--- src/rtl/rsa_pkg.sv ---
// rsa_pkg: shared state encoding and default sizing for the RSA request arbiter.
package rsa_pkg;
    typedef enum logic [1:0] {IDLE, ISSUE, WAIT, RESP} state_t;
    localparam int DEF_WIDTH   = 8;
    localparam int DEF_TIMEOUT = 1 << 20;
endpackage

--- src/rtl/rr_pick.sv ---
// rr_pick: combinational round-robin selector, first set request at or after ptr.
module rr_pick #(
    parameter  int NUM_REQ = 4,
    localparam int IW      = $clog2(NUM_REQ)
) (
    input  logic [NUM_REQ-1:0] req_i,
    input  logic [IW-1:0]      ptr_i,
    output logic [NUM_REQ-1:0] grant_o,
    output logic [IW-1:0]      idx_o,
    output logic               any_o
);
    always_comb begin
        idx_o = '0;
        any_o = 1'b0;
        // Scanning from the far end lets the nearest candidate overwrite the rest.
        for (int k = NUM_REQ - 1; k >= 0; k--) begin
            if (req_i[IW'((int'(ptr_i) + k) % NUM_REQ)]) begin
                idx_o = IW'((int'(ptr_i) + k) % NUM_REQ);
                any_o = 1'b1;
            end
        end
        grant_o = any_o ? (NUM_REQ'(1) << idx_o) : '0;
    end
endmodule

--- src/rtl/rsa_req_arbiter.sv ---
// rsa_req_arbiter: round-robin sequencer sharing one RSA engine among NUM_REQ requesters,
// with operand screening and a watchdog on the engine handshake.
module rsa_req_arbiter
    import rsa_pkg::*;
#(
    parameter int WIDTH   = DEF_WIDTH,
    parameter int NUM_REQ = 4,
    parameter int TIMEOUT = DEF_TIMEOUT
) (
    input  logic                       clk,
    input  logic                       rst_n,
    input  logic [NUM_REQ-1:0]         req_valid,
    input  logic [NUM_REQ*2*WIDTH-1:0] req_m,
    input  logic [NUM_REQ*WIDTH-1:0]   req_e,
    input  logic [NUM_REQ*2*WIDTH-1:0] req_n,
    output logic [NUM_REQ-1:0]         req_ready,
    output logic [NUM_REQ-1:0]         rsp_valid,
    output logic [2*WIDTH-1:0]         rsp_c,
    output logic                       rsp_err,
    output logic                       busy,
    output logic                       eng_start,
    output logic [2*WIDTH-1:0]         eng_m,
    output logic [WIDTH-1:0]           eng_e,
    output logic [2*WIDTH-1:0]         eng_n,
    input  logic [2*WIDTH-1:0]         eng_c,
    input  logic                       eng_finish
);
    localparam int IW = $clog2(NUM_REQ);
    localparam int WW = $clog2(TIMEOUT) + 1;
    localparam int MW = 2 * WIDTH;

    state_t               state_q, state_d;
    logic [IW-1:0]        ptr_q, ptr_d, g_q, g_d;
    logic [NUM_REQ-1:0]   gh_q, gh_d;
    logic [MW-1:0]        m_q, m_d, n_q, n_d, c_q, c_d;
    logic [WIDTH-1:0]     e_q, e_d;
    logic                 err_q, err_d;
    logic [WW-1:0]        wd_q, wd_d;
    logic [NUM_REQ-1:0]   pick_grant;
    logic [IW-1:0]        pick_idx;
    logic                 pick_any;
    logic                 legal;

    rr_pick #(.NUM_REQ(NUM_REQ)) u_pick (
        .req_i   (req_valid),
        .ptr_i   (ptr_q),
        .grant_o (pick_grant),
        .idx_o   (pick_idx),
        .any_o   (pick_any)
    );

    assign legal = (|e_q) && (|n_q);

    always_comb begin
        state_d = state_q;
        ptr_d   = ptr_q;
        g_d     = g_q;
        gh_d    = gh_q;
        m_d     = m_q;
        e_d     = e_q;
        n_d     = n_q;
        c_d     = c_q;
        err_d   = err_q;
        wd_d    = wd_q;
        case (state_q)
            IDLE: if (pick_any) begin
                g_d     = pick_idx;
                gh_d    = pick_grant;
                m_d     = req_m[pick_idx*MW +: MW];
                e_d     = req_e[pick_idx*WIDTH +: WIDTH];
                n_d     = req_n[pick_idx*MW +: MW];
                state_d = ISSUE;
            end
            ISSUE: begin
                wd_d    = '0;
                err_d   = !legal;
                c_d     = '0;
                state_d = legal ? WAIT : RESP;
            end
            WAIT: begin
                wd_d = wd_q + 1'b1;
                // A finish in the expiry cycle still delivers the real result.
                if (eng_finish) begin
                    c_d     = eng_c;
                    err_d   = 1'b0;
                    state_d = RESP;
                end else if (wd_q == WW'(TIMEOUT - 1)) begin
                    c_d     = '0;
                    err_d   = 1'b1;
                    state_d = RESP;
                end
            end
            RESP: begin
                ptr_d   = (g_q == IW'(NUM_REQ - 1)) ? '0 : g_q + 1'b1;
                state_d = IDLE;
            end
            default: state_d = IDLE;
        endcase
    end

    always_ff @(posedge clk or negedge rst_n) begin
        if (!rst_n) begin
            state_q <= IDLE;
            ptr_q   <= '0;
            g_q     <= '0;
            gh_q    <= '0;
            m_q     <= '0;
            e_q     <= '0;
            n_q     <= '0;
            c_q     <= '0;
            err_q   <= 1'b0;
            wd_q    <= '0;
        end else begin
            state_q <= state_d;
            ptr_q   <= ptr_d;
            g_q     <= g_d;
            gh_q    <= gh_d;
            m_q     <= m_d;
            e_q     <= e_d;
            n_q     <= n_d;
            c_q     <= c_d;
            err_q   <= err_d;
            wd_q    <= wd_d;
        end
    end

    assign req_ready = (state_q == ISSUE) ? gh_q : '0;
    assign rsp_valid = (state_q == RESP) ? gh_q : '0;
    assign rsp_c     = (state_q == RESP) ? c_q : '0;
    assign rsp_err   = (state_q == RESP) && err_q;
    assign busy      = state_q != IDLE;
    assign eng_start = (state_q == ISSUE) && legal;
    assign eng_m     = m_q;
    assign eng_e     = e_q;
    assign eng_n     = n_q;
endmodule

--- config.mk ---
export PLATFORM = sky130hd
export DESIGN_NAME = rsa_req_arbiter
export DESIGN_NICKNAME = d
export VERILOG_FILES = /design/src/rtl/rsa_pkg.sv /design/src/rtl/rr_pick.sv /design/src/rtl/rsa_req_arbiter.sv
export SDC_FILE = /design/constraint.sdc
export NUM_CORES = 1
export LEC_CHECK = 0
export CORE_UTILIZATION = 30
export CTS_CLUSTER_SIZE = 30
export DETAILED_ROUTE_END_ITERATION = 12
export GPL_TIMING_DRIVEN = 0
export MAX_ROUTING_LAYER = met4
export PLACE_DENSITY = 0.6
export SLEW_MARGIN = 0
export SYNTH_ARGS = -nofsm -noshare
export SYNTH_HDL_FRONTEND = slang
export SYNTH_SLANG_ARGS = --single-unit
--- constraint.sdc ---
create_clock -name clk -period 6.01 [get_ports clk]
set_input_delay 1.202 -clock clk [delete_from_list [all_inputs] [get_ports clk]]
set_output_delay 1.202 -clock clk [all_outputs]
set_load 0.01 [all_outputs]
### Word level (Yosys, flattened, before mapping)

Index checks and enable logic that the tools add are counted.

| cells by class | value |
|---|---|
| reduce and logical (&&, ||, !) cells | 12 |
| equal/unequal tests | 7 |
| muxes and demuxes | 36 |
| order comparisons | 4 |
| add/sub/neg operators | 5 |
| shifts and indexed selects | 4 |

Operators with widths:

| kind | count |
|---|---|
| 64-bit by 7-bit variable part select with 16-bit output | 2 |
| 16-bit 2-to-1 mux | 3 |
| 21-bit one-hot mux with 2 select lines | 1 |
| 16-bit one-hot mux with 2 select lines | 1 |
| 32-bit by 6-bit variable part select with 8-bit output | 1 |
| 21-bit by 1-bit adder with 21-bit output, second input constant | 1 |
| 21-bit by 20-bit equality test with 1-bit output, second input constant | 1 |
| 2-bit by 4-bit less-than comparator with 1-bit output, second input constant | 4 |
| 2-bit 2-to-1 mux | 8 |
| 16-bit OR reduction | 1 |
| 1-bit 2-to-1 mux | 15 |
| 1-bit binary-select mux with 2-bit select | 4 |
| 4-bit 2-to-1 mux | 2 |
| 2-bit one-hot mux with 4 select lines | 1 |
| 8-bit OR reduction | 1 |
| 2-bit equality test, second input constant | 3 |
| 2-bit AND reduction | 3 |
| 2-bit by 1-bit adder with 2-bit output, second input constant | 2 |
| 2-bit adder, second input constant | 2 |
| 2-bit nonzero test | 2 |
| 1-bit by 2-bit << shifter with 4-bit output, first input constant | 1 |
| 1-bit logical AND | 3 |
| 3-bit inequality test, second input constant | 1 |
| 2-bit by 1-bit equality test with 1-bit output, second input constant | 1 |
| 4 further kinds | 4 |

| word-level totals | value |
|---|---|
| logic and storage cells | 78 |
| register bits | 88 |

### Logic depth before layout (Yosys ltp)

Gate-level depths: netlist of the first run.

| depth | value |
|---|---|
| depth in word-level cells | 10 |
| depth in mapped cells | 8 |

### Cells and area by module

A second synthesis of the first run with hierarchy kept.

| unflattened totals | value |
|---|---|
| cell total of the unflattened synthesis | 443 |
| area, all modules | 5,237.5 µm² |

By module, submodules not included:

| module | cells an instance | times used | area an instance (µm²) | seq. area each (µm²) |
|---|---|---|---|---|
| rsa_req_arbiter | 413 | 1 | 5,062.4 | 2,202.1 |
| rr_pick | 30 | 1 | 175.2 | 0.0 |

### Worst setup path before layout of the first run

OpenSTA, ideal clock, no wires.

| timing path | value |
|---|---|
| path type | in2reg |
| start | input port req_valid[2] |
| end | register e_q[1] (netlist: eng_e[1]) |
| data arrival time | 2.287 ns |
| slack | 3.580 ns |
| setup time | 0.142 ns |
| path buffers | 2 |
| stages on the path | 7 |
| cells stage by stage | inv_1 -> o221a_2 -> o22ai_1 -> buf_4 -> buf_4 -> mux2i_1 -> o221ai_1 |

| on the way | value |
|---|---|
| cells in the longest elaborated chain, start to end | 8 |
| elaborated cells between the ends (all ways) | 22 |
| classes of those cells | shift (1); mux (20); reduce/logical (1) |

Ends and longest elaborated chain:

| what | RTL line | text |
|---|---|---|
| start, declared | rsa_req_arbiter.sv:12 | `input logic [NUM_REQ-1:0] req_valid,` |
| 1-bit binary-select mux with 2-bit select | rr_pick.sv:17 | `if (req_i[IW'((int'(ptr_i) + k) % NUM_REQ)]) begin` |
| 1-bit 2-to-1 mux (not written as such) (2 in series) | rr_pick.sv:17 |  |
| 2-bit 2-to-1 mux / 1-bit 2-to-1 mux (equally long branches) (4 in series) | rr_pick.sv:17 |  |
| 32-bit by 6-bit variable part select with 8-bit output / 2-bit AND reduction (equally long branches) | - |  |
| end signal, assigned | rsa_req_arbiter.sv:108 | `e_q <= '0;` |
| end signal, assigned | rsa_req_arbiter.sv:119 | `e_q <= e_d;` |
| end, declared | rsa_req_arbiter.sv:36 | `logic [WIDTH-1:0] e_q, e_d;` |

Parallel ways exist; a longest one is shown, timed or not. The select of a mux whose other input is x is not followed.
A chain may end at the register's enable or synchronous reset.

### Worst setup path in the final report of the first run

| timing path | value |
|---|---|
| start | register state_q[1] |
| end | output port rsp_valid[3] |

| on the way | value |
|---|---|
| cells in the longest elaborated chain, start to end | 2 |

Ends and longest elaborated chain:

| what | RTL line | text |
|---|---|---|
| start, declared | rsa_req_arbiter.sv:32 | `state_t state_q, state_d;` |
| start signal, assigned | rsa_req_arbiter.sv:114 | `state_q <= state_d;` |
| 2-bit equality test | rsa_req_arbiter.sv:128 | `assign rsp_valid = (state_q == RESP) ? gh_q : '0;` |
| 4-bit 2-to-1 mux | rsa_req_arbiter.sv:128 |  |
| end, declared | rsa_req_arbiter.sv:17 | `output logic [NUM_REQ-1:0] rsp_valid,` |

Every way passes these cells.

==> results of run 1 <==
==> cells in the mapped netlist (3+ instances only) <==
| library cell | instances | share of area |
|---|---|---|
| dfrtp_1 | 88 | 0.44 |
| xor2_1 | 7 | 0.012 |
| inv_1 | 14 | 0.011 |
| xnor2_1 | 6 | 0.011 |
| mux2_2 | 3 | 0.0068 |
| buf_1 | 4 | 0.0030 |
| and2_1 | 28 | 0.035 |
| buf_4 | 9 | 0.014 |
| nand2_1 | 64 | 0.048 |
| mux2i_1 | 82 | 0.17 |
| o21ai_0 | 10 | 0.010 |
| a22o_1 | 18 | 0.032 |
| nor3_1 | 7 | 0.0071 |
| nor2b_1 | 4 | 0.0050 |
| nor4_1 | 8 | 0.010 |
| clkbuf_1 | 14 | 0.011 |
| a21oi_1 | 7 | 0.0071 |
| buf_2 | 3 | 0.0030 |
| ha_1 | 7 | 0.018 |
| nand3_1 | 6 | 0.0061 |
| nand4_1 | 6 | 0.0076 |
| and3_1 | 5 | 0.0063 |
| o22ai_1 | 4 | 0.0050 |
| o221ai_1 | 40 | 0.071 |
| nor2_1 | 19 | 0.014 |
==> metrics by stage <==
step	instances	total power [mW]	area, µm²
3_5_place_dp	948	2.73	7750
6_report	964	3.28	8050
5_1_grt	964	3.51	8050
2_1_floorplan	482	1.94	4960
3_3_place_gp	947	2.69	7720
4_1_cts	964	3.32	8050
==> power by group <==
group	switching, mW	internal [mW]	leakage (nW)
clock	0.252	0.326	0.139
sequential	0.158	0.816	1.14
combinational	0.863	0.863	2.27
total	1.27	2.00	3.55
==> layout make-up <==
class / count / area (µm²)
Sequential cell: 88 / 2200
Tap cell: 216 / 270
Clock buffer: 9 / 225
Buffer: 31 / 161
Clock inverter: 7 / 78.8
Inverter: 14 / 52.6
Timing Repair Buffer: 250 / 2520
Fill cell: 1510 / 7950
Multi-Input combinational cell: 349 / 2540
==> sequential cells by signal, indices dropped and copies added (netlist names) <==
signal and cells:
g_q 2, wd_q 21, state_q 2, eng_n 16
c_q 16, eng_m 16, gh_q 4, err_q 1
eng_e 8, ptr_q 2
==> worst register-to-register path: stages (launching register included) <==
cell and delay (ps):
dfrtp_1 400, inv_1 120, ha_1 300, buf_2 210, nand4_1 210, nor3_1 640
nand4_1 200, xor2_1 180, nor2_1 60
==> logic make-up (layout without fill, tap and decap cells) <==
kind of cell,after synthesis,in the layout,synth area share
compound gates,88,88,0.142
fa+ha+maj,7,7,0.0177
simple gates,156,156,0.158
xor+xnor,13,13,0.0230
buf+inv,45,311,0.0431
flops,88,88,0.444
mux,85,85,0.172
==> routing by layer <==
metal | vias to the layer above | track usage | part of all wire
li1 | 2289 | - | -
met3 | 19 | 0.0480 | 0.055
met4 | 0 | 0.0595 | 0.017
met2 | 150 | 0.367 | 0.54
met5 | - | - | 0
met1 | 2325 | 0.232 | 0.39
==> worst max path at each step <==
stage / to / cells after the start / from
floorplan: eng_e[1]$_DFFE_PN0P_ / 7 / req_valid[2]
global placement: eng_n[7]$_DFFE_PN0P_ / 1 / rst_n
detailed placement: eng_m[10]$_DFFE_PN0P_ / 6 / req_valid[3]
CTS: rsp_valid[3] / 4 / state_q[1]$_DFFE_PN0P_
global route: rsp_valid[3] / 4 / state_q[1]$_DFFE_PN0P_
finish: rsp_valid[3] / 4 / state_q[1]$_DFFE_PN0P_
==> run metrics, run 1 <==
run status finished, final reports clean; #FFs+latches synth 88; Worst setup EP type output port; max-slew violation count 0; TritonCTS buffer count 9; first-pass GRT wire length 26000 µm; clk_lat worst skew 350 ps; DP HPWL 13200 µm; Post-CTS Resized 0; Hold Path End g_q[1]$_DFFE_PN0P_; syn_area_per_cell 10.3 µm²; antenna violations before repair 0; number of flops mapped to enable cells by yosys 0; pre-CTS WS 2540 ps; Core ar. 16000 µm²; Synth Flop Type dfrtp_1; P_leak 3.55 nW; share of cells above drive strength 1 0.0535; CP Cell Sequence ha_1, clkbuf_1, and2_1, clkdlybuf4s50_1; Cell variety after synth 41; syn nets 672; CTS tree built; Final Hold Vio Count 0; clock buffer depth 2; vias 4783; Cell Pwr Density 407 nW/µm²; Final period util 0.578; Residual DRC 0; CP Data Required Time 4810 ps; GPL Wtd Cong 0.805; Routed wire per std cell 17.3 µm; largest net degree at the start of global routing 51; H-tree depth 3; synthesized instance count 482; vias in the first global route 5052; Overflow after GRT 0; max incr delay on CP 580 ps; R2R Path End wd_q[13]$_DFFE_PN0P_; Layout Nets 933; R2R Setup Slk 3570 ps; Clock Skew 8.60 ps; Hold Buf Count CTS 0; port bufs 249; post-layout util 0.503; Starting Density 0.310; setup TNS 0 ps; R2R Path Start state_q[0]$_DFFE_PN0P_; Hold WS 483 ps; RSZ-0062 raised after global routing no; vias per cell 4.96; Hold Path Class reg -> reg; CP Class reg -> out; CP max FO 10; WL final 16700 µm; ant diodes 0; Tmin final 3480 ps; Row Count 46; post-CTS setup repair buffer count 0; Final setup violation count 0; Max Clock Freq 288 MHz; FF-to-FF path depth 8; Reg clk slew, reported paths 70 ps; worst vdd ir 164 µV; Slew @ Worst Pin 770 ps; Detailed Routing Iterations Pass 1 4; most common cell after layout, fill and taps aside clkdlybuf4s50_1; Final WS setup 2530 ps; Die Wd 131 µm; async set or reset register ratio after synthesis 1.00; CP arrival 2270 ps; Min-Delay Path Depth 2; Top Family by Delay on Critical Path buffers and inverters; residual antenna-violating net count after detailed routing 0; CP Buf/Inv Count 2; clk sinks 88; sequential share of the synthesized area 0.444; Max Cap Viol 0; highest-count cells in the layout ignoring fill and taps clkdlybuf4s50_1, dfrtp_1, mux2i_1, nand2_1, o221ai_1; Iter 0 DRT Violations 198; min-delay src g_q[1]$_DFFE_PN0P_; root buffer cell clkbuf_16; Syn Std Cell Area 4960 µm²; # IOs 250; die span in y 131 µm; Total GRT Usage 0.207; CP max stage cell clkdlybuf4s50_1; full die area 17000 µm²; Synth Warn # 0; Slew headroom 0.483; Worst setup SP type flip-flop; area grow syn2layout 62.4%
(Power assumes the default switching activity.)
==> run 2: changes to the inputs <==
clock period = 3.2 ns   (was 6.01 ns; I/O delays follow)
==> results of run 2 <==
The final DEF is identical to that of run 1. Status: finished, final reports clean.
Among the figures that moved: setup slack after placement 2540 ps -> 290 ps; setup slack after layout 2530 ps -> 286 ps; hold slack 483 ps -> 277 ps; register-to-register setup slack 3570 ps -> 760 ps; total power 3.28 mW -> 6.16 mW; worst IR drop on VDD 164 µV -> 308 µV
==> run 3: changes to the inputs <==
GPL_ROUTABILITY_DRIVEN = 0   (was default)
MAX_ROUTING_LAYER = default   (was met4)
SLEW_MARGIN = default   (was 0)
==> run metrics, run 3 (synthesis results as in run 1) <==
first-pass GRT wire length 26100 µm; Cell Pwr Density 765 nW/µm²; post-CTS setup repair buffer count 0; Hold Buf Count CTS 0; Final WS setup 285 ps; TritonCTS buffer count 9; area grow syn2layout 62.4%; CP Data Required Time 2560 ps; Row Count 46; met3 wire length 1060 µm; CP Class reg -> out; pre-CTS WS 290 ps; Worst setup EP type output port; clock buffer depth 2; Tmin final 2920 ps; CP max FO 10; Storage cell area 2200 µm²; final design area excluding fillers 8050 µm²; Post-CTS Resized 0; Iter 0 DRT Violations 205; Final period util 0.911; Residual DRC 0; Core ar. 16000 µm²; run status finished, final reports clean; Total GRT Usage 0.201; Clock Skew 6.97 ps; Placement Cell Area 7750 µm²; largest net degree at the start of global routing 51; RSZ-0062 raised after global routing no; CP arrival 2280 ps; Starting Density 0.310; Slew @ Worst Pin 770 ps; worst vdd ir 306 µV; residual antenna-violating net count after detailed routing 0; port bufs 249; clk sinks 88; share of cells above drive strength 1 0.0535; R2R Path End wd_q[13]$_DFFE_PN0P_; H-tree depth 3; Hold WS 276 ps; vias per cell 4.96; Top reg by flops wd_q; met2 wire len 8910 µm; Routed wire per std cell 17.3 µm; full die area 17000 µm²; Final Hold Vio Count 0; most common cell after layout, fill and taps aside clkdlybuf4s50_1; Worst setup SP type flip-flop; setup TNS 0 ps; root buffer cell clkbuf_16; Final setup violation count 0; Overall Power 6.16 mW; die span in y 131 µm; max FFs per register 21; R2R Path Start state_q[0]$_DFFE_PN0P_; Max Cap Viol 0; WL final 16700 µm; R2R Setup Slk 770 ps; Layout Nets 933; P_leak 3.55 nW; Reg clk slew, reported paths 70 ps; Top Layer Used met4; Max Clock Freq 343 MHz; highest-count cells in the layout ignoring fill and taps clkdlybuf4s50_1, dfrtp_1, mux2i_1, nand2_1, o221ai_1; vias 4778; Hold Path Class in -> async; # IOs 250; Die Wd 131 µm; Overflow after GRT 0; Cell Count, Final, Fillers Out 964; Slew headroom 0.483; DP HPWL 13200 µm; CTS tree built; antenna violations before repair 0; fill count 1510; area of the multi-input gates 2540 µm²; Detailed Routing Iterations Pass 1 4; wire length on met1 6390 µm; max-slew violation count 0; placed cell count 948; crit path from state_q[1]$_DFFE_PN0P_; clk_lat worst skew 340 ps; post-layout util 0.503; FF-to-FF path depth 8; ant diodes 0; vias in the first global route 5046
==> run 3: worst max path at each step <==
| stage | end | slack, ps | cells past startpoint |
|---|---|---|---|
| floorplan | wd_q[15]$_DFFE_PN0P_ | 1250 | 8 |
| finish | rsp_valid[3] | 280 | 4 |
| global placement | eng_n[7]$_DFFE_PN0P_ | -1930 | 1 |
| detailed placement | eng_m[10]$_DFFE_PN0P_ | 290 | 6 |
| global route | rsp_valid[3] | 160 | 4 |
| CTS | rsp_valid[3] | 230 | 4 |
==> run 3: worst max-delay path, cell delays in order (launching register included) <==
cell and delay (ps):
dfrtp_1 420, ha_1 320, clkbuf_1 420, and2_1 190
clkdlybuf4s50_1 580
==> run 3: layout make-up <==
type / instances / area share
sequential: 88 / 0.274
inverter: 14 / 0.00653
buffer: 31 / 0.0200
multi-input combinational: 349 / 0.316
tap: 216 / 0.0336
clock inverter: 7 / 0.00979
timing repair buffer: 250 / 0.313
clock buffer: 9 / 0.0280
==> run 3: per-layer routing <==
| metal | vias to the layer above | track usage |
|---|---|---|
| met1 | 2313 | 0.226 |
| met3 | 23 | 0.0570 |
| li1 | 2285 | - |
| met2 | 157 | 0.368 |
| met5 | - | 0 |
| met4 | 0 | 0.0595 |
==> run 3: where the power goes <==
group,leakage (nW),switching [mW],internal (mW),total [mW]
logic,2.27,1.62,1.62,3.24
registers,1.14,0.297,1.53,1.83
clock network,0.139,0.474,0.612,1.09
